--- src/rtl/truth_table_checker_sat_counter.sv ---
// Saturating up-counter with synchronous clear; holds at all-ones instead of wrapping.
module sat_counter #(
    parameter int W = 8
) (
    input  logic         clk,
    input  logic         rst_n,
    input  logic         clr_i,
    input  logic         inc_i,
    output logic [W-1:0] q_o
);

    logic [W-1:0] cnt_q;
    logic [W-1:0] cnt_d;

    always_comb begin
        cnt_d = cnt_q;
        if (clr_i) begin
            cnt_d = '0;
        end else if (inc_i && (cnt_q != '1)) begin
            cnt_d = cnt_q + 1'b1;
        end
    end

    always_ff @(posedge clk or negedge rst_n) begin
        if (!rst_n) begin
            cnt_q <= '0;
        end else begin
            cnt_q <= cnt_d;
        end
    end

    assign q_o = cnt_q;

endmodule

--- config.mk ---
export PLATFORM = sky130hd
export DESIGN_NAME = sat_counter
export DESIGN_NICKNAME = d
export VERILOG_FILES = /design/src/rtl/truth_table_checker_sat_counter.sv
export SDC_FILE = /design/constraint.sdc
export NUM_CORES = 1
export LEC_CHECK = 0
export BUFFER_PORTS_ARGS = -buffer_cell sky130_fd_sc_hd__buf_2
export CAP_MARGIN = 20
export CELL_PAD_IN_SITES_DETAIL_PLACEMENT = 2
export CELL_PAD_IN_SITES_GLOBAL_PLACEMENT = 2
export CORE_MARGIN = 5
export CORE_UTILIZATION = 31
export CTS_BUF_LIST = sky130_fd_sc_hd__clkbuf_8
export DETAILED_ROUTE_END_ITERATION = 16
export PLACE_DENSITY = 0.86
export SYNTH_ARGS = -nofsm -noshare
export SYNTH_HDL_FRONTEND = slang
export SYNTH_SLANG_ARGS = --single-unit
--- constraint.sdc ---
create_clock -name clk -period 1.76 [get_ports clk]
set_input_delay 0.088 -clock clk [delete_from_list [all_inputs] [get_ports clk]]
set_output_delay 0.088 -clock clk [all_outputs]
set_load 0.01 [all_outputs]
==> impl_metrics.tcl <==
set metrics [dict create \
    synthesis.area_per_instance_um2 9.47 \
    antenna_found_initial 0 \
    yosys_register_bits 8 \
    netlist.area_leader.share 0.431 \
    final.setup.worst_slack_ns 0.113 \
    core_area_mm2 0.00145 \
    worstPathCellList "ha_1 -> and4_2 -> a21boi_1 -> mux2_2" \
    worst_ep_arrival_time_ns 1.76 \
    outcome "completed" \
    ys_seq_area_frac 0.431 \
    startpoint_type "flop" \
    pd_cells_mw_per_mm2 783 \
    final_min_period_over_clock_period 0.936 \
    final_cell_count_no_fill 79 \
    floorplan.initialDensity 0.319 \
    post_drt_wl_per_cell_um 17.9 \
    fin_crit_ns 1.65 \
    timing.critical_path.slowest_stage_cell "dfrtp_1" \
    critical_path_class "flop to flop" \
    dr.pass1.iters 4 \
    io_buffers 11 \
    drive_above_1_share 0.302 \
    critical_path.max_fanout 6 \
    num_rows 14 \
    hold_fix_buffer_count_after_cts 1 \
    clkSlewWorstSetupHoldPaths_ns 0.05 \
    dp_wirelength_um 1020 \
    grt_start_max_net_pins 12 \
    synth.distinct_cells 28 \
    report.final.hold_viol_count 0 \
    first_global_vias 491 \
    antenna_diode_instance_count 0 \
    cts.repair_timing.setup_buffer_count 0 \
    yosys_warnings 0 \
    hold_class "primary input to flop" \
    cts_inserted_buffers 3 \
    vias 438 \
    drt-initial-drc-count 4 \
    design.final.nets 70 \
    worst-slew-pin-transition_ns 0.381 \
    rsz0062_at_grt "no" \
    placed_cells 75 \
    clock_sink_count 8 \
    worstSkewPairLatency_ns 0.23 \
    layout-area-overhead-vs-synth_pct 27.0 \
    hold_ws_ns 0.180 \
    maxSlewHeadroom 0.740 \
    finalMaxSlewViolations 0 \
    worst-endpoint-required_ns 1.87 \
    ctsLongestPathBuffers 2 \
    synth.largest_area_cell "dfrtp_1" \
    fin_worst_skew_ns 0.00120 \
    synthTopCellsByArea "dfrtp_1 43%, mux2_2 4.9%, nor3_1 4.3%" \
    synthCells 49 \
    power.leakage_nw 0.272 \
    power.ir.vdd_worst_mv 0.548 \
    max_cap_violations 0 \
    post_placement_worst_setup_slack_ns 0.131 \
    drt-vias-per-instance 5.54 \
    num_io_pins 12 \
    cts-htree-levels 1 \
    grt_usage 0.126 \
    place_congestion 0.777 \
    post-route-drc-count 0 \
    syn-num-nets 54 \
    largest_register_ff_count 8 \
    critical_path.max_stage_delay_ns 0.42 \
    die_width_um 48.7 \
    cts_tree "done" \
    ctsResizeCount 0 \
    clock-root-buffer "clkbuf_8" \
    finalWirelength_um 1410 \
    wire_length_of_the_first_global_routing_pass_um 2300 \
    die_y_um 48.7 \
    grt_overflow_total 0 \
    die_area_mm2 0.00237 \
    fmax_ghz 0.607 \
    end_kind "flop" \
    mapped_cell_area_um2 464 \
    fin_setup_tns_ns 0 \
    filler_cell_count 167 \
    final_antenna_net_count 0 \
    setup_viol 0 \
]
==> cell type report <==
class                           instances  area [µm²]  share of cell area
Multi-Input combinational cell         37         248               0.420
Sequential cell                         8         200               0.340
Timing Repair Buffer                   13        72.6               0.123
Clock buffer                            3        41.3              0.0701
Tap cell                               16        20.0              0.0340
Inverter                                2        7.51              0.0127
==> placed cells by master (no fill, tap or decap), drive strengths merged, types with 3 or more instances in the layout <==
cell / n
nand2b: 3
nor2b: 3
dfrtp: 8
clkbuf: 3
buf: 12
a21oi: 3
nor3: 4
nand3: 3
==> synth_stat cells <==
master,instances
a2111oi_0,1
nor2_1,2
clkbuf_1,1
o21ai_0,1
mux2_2,2
nor2b_1,3
mux2i_1,1
nand3_1,2
nor3b_1,1
buf_2,1
ha_1,1
a211oi_1,1
inv_1,2
and4_2,1
a21boi_1,1
a21oi_1,3
nor4_1,1
nand4_1,1
or3_1,1
a41oi_1,1
and3_1,1
nand3_2,1
nand2_1,2
dfrtp_1,8
a31oi_1,1
nand2b_1,3
and4_1,1
nor3_1,4
==> worst max-delay path: cells and delay by family (launching register included) <==
kind	cells	cell delay, ns
and+or+nand+nor	1	0.27
AOI/OAI and AO/OA	1	0.22
muxes	1	0.36
DFF	1	0.42
adders and majority gates	1	0.25
==> cells by family (layout without fill, tap and decap cells) <==
| family | after synthesis | in the layout | synth area share |
|---|---|---|---|
| and+or+nand+nor | 24 | 24 | 0.310 |
| AOI/OAI and AO/OA | 9 | 9 | 0.127 |
| DFF | 8 | 8 | 0.431 |
| buffers and inverters | 4 | 18 | 0.0350 |
| muxes | 3 | 3 | 0.0701 |
| adders and majority gates | 1 | 1 | 0.0269 |
==> final timing paths <==
kind                       depth (start not counted)   start  endpoint  slack, ns
hold reg to reg                                    2  q_o[7]    q_o[7]       0.60
setup reg to reg                                   4  q_o[0]    q_o[0]       0.11
max in group asynchronous                          2   rst_n    q_o[5]       1.33
setup / recovery                                   4  q_o[0]    q_o[0]       0.11
min in group asynchronous                          2   rst_n    q_o[1]       0.25
hold / removal                                     2   clr_i    q_o[7]       0.18
==> power by group <==
part | total (mW) | internal (mW) | switching (mW)
sequential | 0.195 | 0.189 | 0.00627
clock | 0.227 | 0.149 | 0.0782
combinational | 0.0394 | 0.0166 | 0.0227
==> layer usage <==
layer	up-vias	track usage	share of wire
met5	-	0	0
met4	0	0.0404	0
met3	0	0.0307	0.023
met2	6	0.224	0.53
met1	221	0.146	0.45
li1	211	-	-
==> stage by stage <==
step / utilization / power, mW / instance area (µm²)
2_1_floorplan: - / 0.218 / 464
3_3_place_gp: 0.370 / 0.234 / 538
3_5_place_dp: 0.370 / 0.236 / 538
4_1_cts: 0.405 / 0.471 / 589
5_1_grt: 0.405 / 0.488 / 589
6_report: 0.405 / 0.462 / 589
(Power assumes the default switching activity.)
